[config.mk]
export PLATFORM = sky130hd
export DESIGN_NAME = detector_jogada
export DESIGN_NICKNAME = d
export VERILOG_FILES = /design/src/rtl/jogo_pkg.sv /design/src/rtl/sincronizador_chaves.sv /design/src/rtl/detector_jogada.sv
export SDC_FILE = /design/constraint.sdc
export NUM_CORES = 1
export LEC_CHECK = 0
export ABC_AREA = 1
export CORE_AREA = 2 2 52 54
export DETAILED_ROUTE_END_ITERATION = 8
export DIE_AREA = 0 0 54 56
export DONT_BUFFER_PORTS = 1
export GPL_TIMING_DRIVEN = 0
export PLACE_DENSITY = 0.7
export SYNTH_ARGS = -nofsm -noshare
export SYNTH_HDL_FRONTEND = slang
export SYNTH_SLANG_ARGS = --single-unit
[constraint.sdc]
create_clock -name clock -period 1.3 [get_ports clock]
set_input_delay 0.195 -clock clock [delete_from_list [all_inputs] [get_ports clock]]
set_output_delay 0.195 -clock clock [all_outputs]
set_load 0.01 [all_outputs]
[src/rtl/jogo_pkg.sv]
// Shared definitions for the memory-game input stage: FSM state codes
// (also shown on the hex display) and default sizing constants.
package jogo_pkg;

  // Default number of consecutive synchronized samples a key value must hold
  localparam int CICLOS_ESTAVEL_PADRAO = 2;

  // Default number of keys on the board
  localparam int N_CHAVES_PADRAO = 4;

  // Detector states; the encoding is what db_estado shows on the display
  typedef enum logic [3:0] {
    ESPERA   = 4'h0,
    FILTRA   = 4'h1,
    REGISTRA = 4'h2,
    SOLTA    = 4'h3
  } estado_t;

endpackage

[src/rtl/sincronizador_chaves.sv]
// Two-flop synchronizer for the raw key inputs. Only the second flop's
// output may be used by downstream logic.
module sincronizador_chaves #(
  parameter int LARGURA = 4
) (
  input  logic               clock,
  input  logic               reset,
  input  logic [LARGURA-1:0] i_chaves,
  output logic [LARGURA-1:0] o_chaves
);

  logic [LARGURA-1:0] r_meta;
  logic [LARGURA-1:0] r_sinc;

  // Shift the asynchronous keys through two flops; both clear on reset
  always_ff @(posedge clock or negedge reset) begin
    if (!reset) begin
      r_meta <= '0;
      r_sinc <= '0;
    end else begin
      r_meta <= i_chaves;
      r_sinc <= r_meta;
    end
  end

  assign o_chaves = r_sinc;

endmodule

[src/rtl/detector_jogada.sv]
// Play detector: synchronizes and debounces the keys, accepts a press only
// when exactly one key is held stable, emits one strobe per press and then
// waits for a debounced release before arming again.
module detector_jogada
  import jogo_pkg::*;
#(
  parameter int CICLOS_ESTAVEL = CICLOS_ESTAVEL_PADRAO,
  parameter int N_CHAVES       = N_CHAVES_PADRAO
) (
  input  logic                clock,
  input  logic                reset,
  input  logic                habilita,
  input  logic                limpa,
  input  logic [N_CHAVES-1:0] chaves,
  output logic [N_CHAVES-1:0] jogada,
  output logic                tem_jogada,
  output logic                jogada_invalida,
  output logic                ocupado,
  output logic [3:0]          db_estado
);

  localparam int W_CNT = $clog2(CICLOS_ESTAVEL + 1);
  localparam logic [W_CNT-1:0]    CNT_ALVO  = W_CNT'(CICLOS_ESTAVEL);
  localparam logic [W_CNT-1:0]    CNT_SOLTA = W_CNT'(CICLOS_ESTAVEL - 1);
  localparam logic [W_CNT-1:0]    CNT_UM    = W_CNT'(1);
  localparam logic [N_CHAVES-1:0] CHAVE_UM  = N_CHAVES'(1);

  estado_t             r_estado;
  logic [N_CHAVES-1:0] r_amostra;
  logic [W_CNT-1:0]    r_cnt;
  logic [N_CHAVES-1:0] r_jogada;
  logic                r_tem_jogada;
  logic                r_jogada_invalida;

  logic [N_CHAVES-1:0] w_s;
  logic                w_um_ativo;
  logic [W_CNT-1:0]    w_cnt_inc;

  sincronizador_chaves #(
    .LARGURA (N_CHAVES)
  ) u_sincronizador (
    .clock    (clock),
    .reset    (reset),
    .i_chaves (chaves),
    .o_chaves (w_s)
  );

  // A nonzero value with no bit shared with (value - 1) has exactly one bit set
  assign w_um_ativo = (r_amostra != '0) && ((r_amostra & (r_amostra - CHAVE_UM)) == '0);

  // The counter holds at its maximum instead of wrapping
  assign w_cnt_inc = (r_cnt == '1) ? r_cnt : r_cnt + CNT_UM;

  // Detector FSM with the stability counter, candidate sample, play register
  // and registered strobes; the strobes are only ever high while in REGISTRA
  always_ff @(posedge clock or negedge reset) begin
    if (!reset) begin
      r_estado          <= ESPERA;
      r_amostra         <= '0;
      r_cnt             <= '0;
      r_jogada          <= '0;
      r_tem_jogada      <= 1'b0;
      r_jogada_invalida <= 1'b0;
    end else begin
      r_tem_jogada      <= 1'b0;
      r_jogada_invalida <= 1'b0;
      if (limpa) begin
        r_jogada <= '0;
      end
      case (r_estado)
        ESPERA: begin
          if (habilita && (w_s != '0)) begin
            r_estado  <= FILTRA;
            r_amostra <= w_s;
            r_cnt     <= CNT_UM;
          end
        end
        FILTRA: begin
          if (!habilita) begin
            r_estado <= ESPERA;
          end else if (w_s == '0) begin
            r_estado <= ESPERA;
          end else if (w_s != r_amostra) begin
            r_amostra <= w_s;
            r_cnt     <= CNT_UM;
          end else if (r_cnt == CNT_ALVO) begin
            r_estado          <= REGISTRA;
            r_tem_jogada      <= w_um_ativo;
            r_jogada_invalida <= !w_um_ativo;
            if (w_um_ativo) begin
              r_jogada <= r_amostra;
            end
          end else begin
            r_cnt <= w_cnt_inc;
          end
        end
        REGISTRA: begin
          r_estado <= SOLTA;
          r_cnt    <= '0;
          if (r_tem_jogada) begin
            r_jogada <= r_amostra;
          end
        end
        SOLTA: begin
          if (w_s != '0) begin
            r_cnt <= '0;
          end else if (r_cnt == CNT_SOLTA) begin
            r_estado <= ESPERA;
          end else begin
            r_cnt <= w_cnt_inc;
          end
        end
        default: begin
          r_estado <= ESPERA;
        end
      endcase
    end
  end

  assign jogada          = r_jogada;
  assign tem_jogada      = r_tem_jogada;
  assign jogada_invalida = r_jogada_invalida;
  assign ocupado         = (r_estado != ESPERA);
  assign db_estado       = r_estado;

endmodule

Word level (Yosys, flattened, before mapping)
Index checks and enable logic that the tools add are counted.
Widths: inputs -> output; s select.
{"block": "totals", "mem_bits_ro": 0, "latch_bits": 0, "regBits": 24, "ramBits": 0, "wordCells": 82, "inputBits": 8, "output_inout_bits": 11, "n_memories": 0}
{"block": "op_classes", "div": 0, "reduce_logical": 14, "n_mul": 0, "shifts": 0, "bitwise_logic": 1, "eq_ne": 17, "order_cmp": 0, "add_sub_neg": 2, "n_mux": 40}
{"operator": "$mux 4", "n": 18}
{"operator": "$mux 2", "n": 8}
{"operator": "$pmux 4 s2", "n": 2}
{"operator": "$pmux 4 s4", "n": 1}
{"operator": "$reduce_bool 4->1", "n": 4}
{"operator": "$logic_not 4->1", "n": 3}
{"operator": "$ne 2x2->1 const B", "n": 6}
{"operator": "$mux 1", "n": 10}
{"operator": "$reduce_and 5->1", "n": 2}
{"operator": "$eq 4x2->1 const B", "n": 2}
{"operator": "$ne 4x4->1 const B", "n": 2}
{"operator": "$pmux 2 s4", "n": 1}
{"operator": "$ne 3x3->1 const B", "n": 2}
{"operator": "$reduce_and 6->1", "n": 1}
{"operator": "$and 4x4->4", "n": 1}
{"operator": "$eq 2x2->1 const B", "n": 2}
{"operator": "$eq 4x1->1 const B", "n": 1}
{"operator": "$ne 4x4->1", "n": 1}
{"operator": "$sub 4x1->4 const B", "n": 1}
{"operator": "$add 2x1->2 const B", "n": 1}
{"operator": "$eq 2x1->1 const B", "n": 1}
{"operator": "$logic_and 1x1->1", "n": 2}
{"operator": "$reduce_bool 2->1", "n": 1}
{"operator": "$logic_not 1->1", "n": 1}

Longest topological paths before layout
Gate-level depths: netlist of the first run.
{"block": "depth", "depth_word": 10, "depth_mapped": 9, "depth_no_buf": 9}

Modules after synthesis
From an unflattened synthesis of the first run, not the netlist that was laid out.
{"block": "hier_totals", "hier_cells": 164, "hier_area_um2": 1301.2}
{"module": "detector_jogada", "instances": 1, "area_each_um2": 1101.1, "cells_per_inst": 156, "seq_area_each_um2": 350.3}
{"module": "sincronizador_chaves", "instances": 1, "area_each_um2": 200.2, "cells_per_inst": 8, "seq_area_each_um2": 200.2}

Least setup slack after synthesis of the first run
OpenSTA, ideal clock, no wires.
{"block": "synth_path", "path_type": "register -> register", "startpoint": "register r_estado[1], in the netlist db_estado[1]", "endpoint": "register r_amostra[0]", "path_stages_with_launch": 8, "path_buffers": 1, "setup_slack_ns": -0.110, "t_arrival_ns": 1.278, "t_required_ns": 1.168, "period_less_slack_ns": 1.410, "setup_ns": 0.132, "path_cell_list": "dfrtp_1 > inv_1 > ha_1 > clkbuf_4 > nand3_1 > o211ai_2 > nand2_1 > o21ai_0"}
{"block": "synth_via", "elab_chain_cells": 3, "elab_cells_between_ends": 9, "classes_between": "5 x eq/ne; 1 x mux; 3 x reduce/logical"}
{"item": "from (decl)", "line_no": "detector_jogada.sv:28", "rtl": "estado_t r_estado;"}
{"item": "from (signal assigned)", "line_no": "detector_jogada.sv:58", "rtl": "r_estado <= ESPERA;"}
{"item": "from (signal assigned)", "line_no": "detector_jogada.sv:73", "rtl": "r_estado <= FILTRA;"}
{"item": "from (signal assigned)", "line_no": "detector_jogada.sv:80", "rtl": "r_estado <= ESPERA;"}
{"item": "$eq 4x1->1 or $logic_not 4->1 (tied branches)", "line_no": "detector_jogada.sv:70", "rtl": "case (r_estado)"}
{"item": "$ne 2x2->1 (no line) or $reduce_bool 2->1 (tied branches)"}
{"item": "$reduce_and 5->1 (no line)"}
{"item": "to (signal assigned)", "line_no": "detector_jogada.sv:74", "rtl": "r_amostra <= w_s;"}
{"item": "to (signal assigned)", "line_no": "detector_jogada.sv:84", "rtl": "r_amostra <= w_s;"}
{"item": "to (decl)", "line_no": "detector_jogada.sv:29", "rtl": "logic [N_CHAVES-1:0] r_amostra;"}
Parallel ways exist; a longest one is shown, timed or not.
A chain may end at the register's enable or synchronous reset.

Worst setup path in the final report of the first run
{"block": "layout_path", "startpoint": "register r_estado[1], in the netlist db_estado[1]", "endpoint": "register r_cnt[0]"}
{"block": "layout_via", "elab_chain_cells": 3, "elab_cells_between_ends": 12, "classes_between": "8 x eq/ne; 1 x mux; 3 x reduce/logical"}
{"item": "$eq 4x1->1, or another cell as far along", "line_no": "detector_jogada.sv:70"}
{"item": "$ne 3x3->1 (no line), or another cell as far along"}
{"item": "$reduce_and 6->1 (no line)"}
{"item": "to (signal assigned)", "line_no": "detector_jogada.sv:94", "rtl": "r_cnt <= w_cnt_inc;"}
{"item": "to (signal assigned)", "line_no": "detector_jogada.sv:110", "rtl": "r_cnt <= w_cnt_inc;"}
{"item": "to (decl)", "line_no": "detector_jogada.sv:30", "rtl": "logic [W_CNT-1:0] r_cnt;"}
Parallel ways exist; a longest one is shown, timed or not.

==> flow_metrics.env, run 1 <==
export IMPL_status="finished, violations left"
export IMPL_failed_checks="setup timing"
export IMPL_crit_required_ps=1550
export IMPL_finalMaxSlewViolations=0
export IMPL_worstSetupStartpointType="flop"
export IMPL_cts_root_buffer="clkbuf_4"
export IMPL_nets=190
export IMPL_yosysTopAreaCell="dfrtp_1"
export IMPL_die_w_um=54
export IMPL_hold_class="in2async"
export IMPL_clock_latency_ps=310
export IMPL_clk_pin_slew_worst_paths_ps=120
export IMPL_p_per_area_mw_per_mm2=2172
export IMPL_timing_rr_end="r_cnt[0]"
export IMPL_synth_cell_types=21
export IMPL_syn_cell_area_sq_mm=0.001277
export IMPL_wire_per_inst_um=12.91
export IMPL_worstSetupPathType="reg2reg"
export IMPL_routed_via_density=5.333
export IMPL_grt_setup_unrepaired="yes"
export IMPL_grt_remaining_overflow=0
export IMPL_nFillCells=201
export IMPL_routabilityCongestion=0.8014
export IMPL_syn_inst=161
export IMPL_use_met1=0.2411
export IMPL_postPlaceCellArea_sq_mm=0.001331
export IMPL_grt_start_max_net_pins=23
export IMPL_ys_flop_type="dfrtp_1"
export IMPL_dieArea_sq_mm=0.003024
export IMPL_path_cells="inv_4, ha_4, clkbuf_8, buf_4, a21oi_2, nand2_1, o21ai_1"
export IMPL_cp_top_family="flip-flops"
export IMPL_yosys_cell_count_top_type="nand2_1"
export IMPL_cts_buffer_depth=2
export IMPL_io_buffers=0
export IMPL_netlist_area_leader_share=0.4310
export IMPL_ys_ff_latch=22
export IMPL_detail_route_antenna_nets=0
export IMPL_met2_usage=0.3014
export IMPL_crit_reg2reg_launch="db_estado[1]"
export IMPL_area_growth_pct=23.21
export IMPL_grtUsageMet3=0.03226
export IMPL_cts_sinks=22
export IMPL_cap_violations=0
export IMPL_slowest_stage="dfrtp_2"
export IMPL_io_pins=19
export IMPL_core_area_sq_mm=0.002432
export IMPL_power_mw=3.418
export IMPL_diodes=0
export IMPL_critPathBufInv=3
export IMPL_drt_iter0_markers=33
export IMPL_track_usage=0.1868
export IMPL_h_tree_depth=1
export IMPL_finalSetupViolCount=14
export IMPL_vias=1104
export IMPL_die_h_um=56
export IMPL_drive_above_1_share=0.3220
export IMPL_core_rowCount=18
export IMPL_crit_cells=7
export IMPL_numCtsBuffers=3
export IMPL_max_freq_mhz=698.2
export IMPL_layout_setup_ws_ps=-132.3
export IMPL_synth_edf_count=0
export IMPL_cp_arrival_ps=1680
export IMPL_p_leak_nw=0.6873
export IMPL_drt_total_wl_mm=2.673
export IMPL_vdd_drop_max_mv=1.392
export IMPL_grt_antenna_before_repair=0
export IMPL_slew_headroom=0.3774
export IMPL_grt_pass1_wl_mm=4.250
export IMPL_yosysSeqAreaShare=0.4310
export IMPL_hold_viol_final=0
export IMPL_fin_crit_ps=1432
export IMPL_dr_pass1_iters=4
export IMPL_r2r_cells=7
export IMPL_worstSetupStartpoint="db_estado[1]"
export IMPL_top_usage_layer="met2"
export IMPL_cp_end_kind="flop"
export IMPL_tightest_slew_ps=933.9
export IMPL_finalCritPeriodShare=1.102
export IMPL_dp_hpwl_mm=1.809
export IMPL_cts_tree="yes"
export IMPL_postSynthAreaPerCell_sq_um=7.935
export IMPL_r2r_slack_ps=-130
export IMPL_tns_ps=-1287
export IMPL_critPathMaxStageDelay_ps=500
export IMPL_final_setup_skew_ps=2.800
export IMPL_ys_warn_count=0
export IMPL_final_area_sq_mm=0.001574
export IMPL_start_util=0.5252
export IMPL_synthArstFlopShare=1.000
export IMPL_drc=0
export IMPL_yosys_top_cells_count="38 x nand2_1, 22 x dfrtp_1, 18 x inv_1"
export IMPL_critPathCapture="r_cnt[0]"
export IMPL_holdWs_ps=76.58
export IMPL_synth_area_leaders="dfrtp_1 43%, nand2_1 11%, o21ai_0 5.5%"
export IMPL_grt_pass1_vias=1017
export IMPL_worstPathMaxFanout=7
[final cells by class]
| class | count | area (sq um) | area share |
|---|---|---|---|
| buffer | 3 | 28.78 | 0.01828 |
| sequential | 22 | 555.5 | 0.3529 |
| clock buffer | 4 | 36.28 | 0.02305 |
| tap | 30 | 37.54 | 0.02385 |
| inverter | 22 | 87.58 | 0.05564 |
| multi-input combinational | 115 | 726.9 | 0.4618 |
| timing repair buffer | 11 | 101.3 | 0.06439 |
[power breakdown]
group | total [mW] | leakage (nW) | internal (mW) | switching [mW]
clock | 0.383 | 0.0210 | 0.171 | 0.211
combinational | 1.88 | 0.401 | 0.754 | 1.12
sequential | 1.16 | 0.266 | 0.891 | 0.266
total | 3.42 | 0.687 | 1.82 | 1.60
[cells in the final DEF, fill, tap and decap left out, drive strengths merged]
master,instances
a21boi,1
a21oi,14
buf,8
clkbuf,5
conb,2
dfrtp,22
dlygate4sd3,4
dlymetal6s4s,1
ha,4
inv,22
nand2,43
nand3,12
nor2,15
nor3b,1
o211ai,2
o21ai,21
[how the worst min path moves through the flow]
stage	start	endpoint
6_report	reset	jogada[2]
5_1_grt	reset	jogada[0]
4_1_cts	habilita	tem_jogada
3_5_place_dp	reset	jogada[0]
3_3_place_gp	reset	jogada[0]
2_1_floorplan	reset	db_estado[0]
[per-layer routing]
layer  part of all wire  wire length (um)  vias up
met5                  0                 0        -
met2               0.50              1343       39
li1                   -                 -      548
met3              0.050               133        2
met1               0.44              1177      515
met4             0.0071                19        0
[kinds of logic after synthesis]
kind of cell	Yosys count	synth area share
simple gates	71	0.2645
buf+inv	25	0.08226
compound gates	38	0.1802
flops	22	0.4310
other cells	1	0.002935
fa+ha+maj	4	0.03918
[stage by stage]
stage,util,instances,setup slack [ps]
floorplan,-,162,3.985
global placement,0.5473,192,-144.7
detailed placement,0.5473,192,-170.5
CTS,0.6240,206,-123.7
global route,0.6471,207,-239.8
finish,0.6471,207,-132.3
[what timing repair did]
item,in CTS,in global routing
hold buffers,5,0
resized for setup,20,15
cloned,0,0
pin swaps,3,7
buffers inserted,5,1
endpoints found under the hold margin,26,0
setup endpoints to repair,13,18
[flip-flops by register name, summed over array words and instances (netlist names)]
register / flops
r_cnt: 2
db_estado: 2
u_sincronizador.o_chaves: 4
jogada_invalida: 1
u_sincronizador.r_meta: 4
jogada: 4
tem_jogada: 1
r_amostra: 4
[worst reg2reg max path: stages (launching register included)]
cell and delay, ps:
dfrtp_2 500, inv_4 70, ha_4 170, clkbuf_8 150
buf_4 140, a21oi_2 190, nand2_1 70, o21ai_1 80
No activity file was read; power rests on OpenSTA's default activity.
==> inputs of run 2 (changes only) <==
--- a/config.mk
+++ b/config.mk
@@ -6,12 +6,12 @@
 export NUM_CORES = 1
 export LEC_CHECK = 0
 export ABC_AREA = 1
-export CORE_AREA = 2 2 52 54
+export CORE_AREA = 2 2 55 46
 export DETAILED_ROUTE_END_ITERATION = 8
-export DIE_AREA = 0 0 54 56
+export DIE_AREA = 0 0 57 48
 export DONT_BUFFER_PORTS = 1
 export GPL_TIMING_DRIVEN = 0
-export PLACE_DENSITY = 0.7
+export PLACE_DENSITY = 0.74
 export SYNTH_ARGS = -nofsm -noshare
 export SYNTH_HDL_FRONTEND = slang
 export SYNTH_SLANG_ARGS = --single-unit
==> constraint.sdc (replaced) <==
create_clock -name clock -period 1.5 [get_ports clock]
set_input_delay 0.225 -clock clock [delete_from_list [all_inputs] [get_ports clock]]
set_output_delay 0.225 -clock clock [all_outputs]
set_load 0.01 [all_outputs]
==> flow_metrics.env, run 2 (synthesis results as in run 1) <==
export IMPL_tns_ps=0
export IMPL_core_rowCount=15
export IMPL_track_usage=0.2019
export IMPL_cp_arrival_ps=1670
export IMPL_slowest_stage="dfrtp_2"
export IMPL_area_growth_pct=17.63
export IMPL_finalMaxSlewViolations=0
export IMPL_io_buffers=0
export IMPL_cts_buffer_depth=2
export IMPL_max_freq_mhz=681.8
export IMPL_drt_total_wl_mm=2.586
export IMPL_worstSetupStartpointType="flop"
export IMPL_routed_via_density=5.370
export IMPL_start_util=0.5971
export IMPL_tightest_slew_ps=985.0
export IMPL_grt_start_max_net_pins=23
export IMPL_dr_pass1_iters=4
export IMPL_clockPowerShare=0.114
export IMPL_critPathBufInv=0
export IMPL_vdd_drop_max_mv=1.301
export IMPL_wire_per_inst_um=12.93
export IMPL_status="complete, no violations"
export IMPL_drt_iter0_markers=22
export IMPL_detail_route_antenna_nets=0
export IMPL_h_tree_depth=1
export IMPL_vias=1074
export IMPL_pre_cts_ws_ps=-129.8
export IMPL_cp_end_kind="flop"
export IMPL_diodes=0
export IMPL_cp_top_family="simple AND/OR/NAND/NOR gates"
export IMPL_crit_required_ps=1700
export IMPL_met2_usage=0.3471
export IMPL_worstPathMaxFanout=5
export IMPL_layout_setup_ws_ps=33.22
export IMPL_grt_antenna_before_repair=0
export IMPL_path_cells="nand2_1, nand2_1, nor2_4, nand2_2, nor2_4, nand3_1, nand3_2, a21oi_2"
export IMPL_grtUsageMet3=0.06757
export IMPL_swShare=0.4626
export IMPL_finalSetupViolCount=0
export IMPL_grt_remaining_overflow=0
export IMPL_dieArea_sq_mm=0.002736
export IMPL_cap_violations=0
export IMPL_seqPwrFrac=0.357
export IMPL_cts_sinks=22
export IMPL_critPathMaxStageDelay_ps=460
export IMPL_numCtsBuffers=3
export IMPL_layout_commonest_cell="nand2_1"
export IMPL_finalCritPeriodShare=0.9779
export IMPL_p_comb_frac=0.529
export IMPL_final_area_sq_mm=0.001503
export IMPL_nFillCells=173
export IMPL_p_leak_nw=0.6635
export IMPL_io_pins=19
export IMPL_dp_hpwl_mm=1.877
export IMPL_worstSetupPathType="reg2reg"
export IMPL_grt_setup_unrepaired="yes"
export IMPL_use_met1=0.2454
export IMPL_hold_viol_final=0
export IMPL_internal_power_mw=1.516
export IMPL_clock_latency_ps=310
export IMPL_die_h_um=48
export IMPL_postPlaceCellArea_sq_mm=0.001313
export IMPL_cts_tree="yes"
export IMPL_drive_above_1_share=0.2914
export IMPL_clk_pin_slew_worst_paths_ps=120
export IMPL_routabilityCongestion=0.8547
export IMPL_p_per_area_mw_per_mm2=1877
export IMPL_nets=188
export IMPL_grt_pass1_vias=952
export IMPL_holdWs_ps=214.7
export IMPL_mostFrequentLayoutCells="37 x nand2_1, 16 x dfrtp_1, 14 x inv_1"
export IMPL_die_w_um=57
export IMPL_core_area_sq_mm=0.002140
export IMPL_top_usage_layer="met2"
export IMPL_slew_headroom=0.3412
export IMPL_grt_pass1_wl_mm=4.077
export IMPL_cts_root_buffer="clkbuf_4"
export IMPL_fin_crit_ps=1467
export IMPL_power_switching_mw=1.305
export IMPL_drc=0
export IMPL_hold_class="in2reg"
export IMPL_final_setup_skew_ps=11.77
-- run 2: path summary, 6_finish.rpt --
kind | startpoint | endpoint | slack [ps] | cells past startpoint
min reg2reg | u_sincronizador.r_meta[1] | u_sincronizador.o_chaves[1] | 360 | 0
max | r_amostra[0] | jogada[0] | 30 | 8
min in group asynchronous | reset | u_sincronizador.o_chaves[1] | 510 | 1
max in group asynchronous | reset | r_amostra[0] | 320 | 1
min | habilita | tem_jogada | 210 | 4
max reg2reg | r_amostra[0] | jogada[0] | 30 | 8
-- run 2: worst min-delay path: cells and delay by family --
kind | cells | cell delay [ps]
AO/OA/AOI/OAI | 1 | 60
buffers and inverters | 1 | 50
AND/OR/NAND/NOR | 2 | 180
-- run 2: layer usage --
layer	wire length (um)	part of all wire
met5	0	0
met4	38	0.015
met3	147	0.057
met2	1181	0.46
met1	1218	0.47
-- run 2: what timing repair did --
action | CTS | global route
endpoints found under the setup margin | 8 | 12
resized for setup | 8 | 18
endpoints found under the hold margin | 26 | 0
setup buffers | 0 | 4
hold buffers | 5 | 0
gates cloned | 0 | 0
pin swaps | 0 | 6
-- run 2: cell type report --
type | instances | area [sq um] | share of cell area
Multi-Input combinational cell | 115 | 681.9 | 0.4538
Tap cell | 25 | 31.28 | 0.02082
Sequential cell | 22 | 558.0 | 0.3714
Clock buffer | 4 | 36.28 | 0.02415
Timing Repair Buffer | 9 | 80.08 | 0.05329
Buffer | 3 | 30.03 | 0.01998
Inverter | 22 | 85.08 | 0.05662
-- run 2: stage by stage --
step | instances | util | power, mW
floorplan | 162 | - | 1.994
global placement | 187 | 0.6135 | 2.188
detailed placement | 187 | 0.6135 | 2.240
CTS | 196 | 0.6667 | 2.659
global route | 200 | 0.7023 | 3.061
finish | 200 | 0.7023 | 2.821
-- run 2: power by group through the flow --
stage	sequential, mW	combinational [mW]	clock (mW)
2_1_floorplan	0.941	1.05	0
3_3_place_gp	0.983	1.20	0
3_5_place_dp	0.990	1.25	0
4_1_cts	0.984	1.34	0.334
5_1_grt	1.04	1.67	0.352
6_report	1.01	1.49	0.322
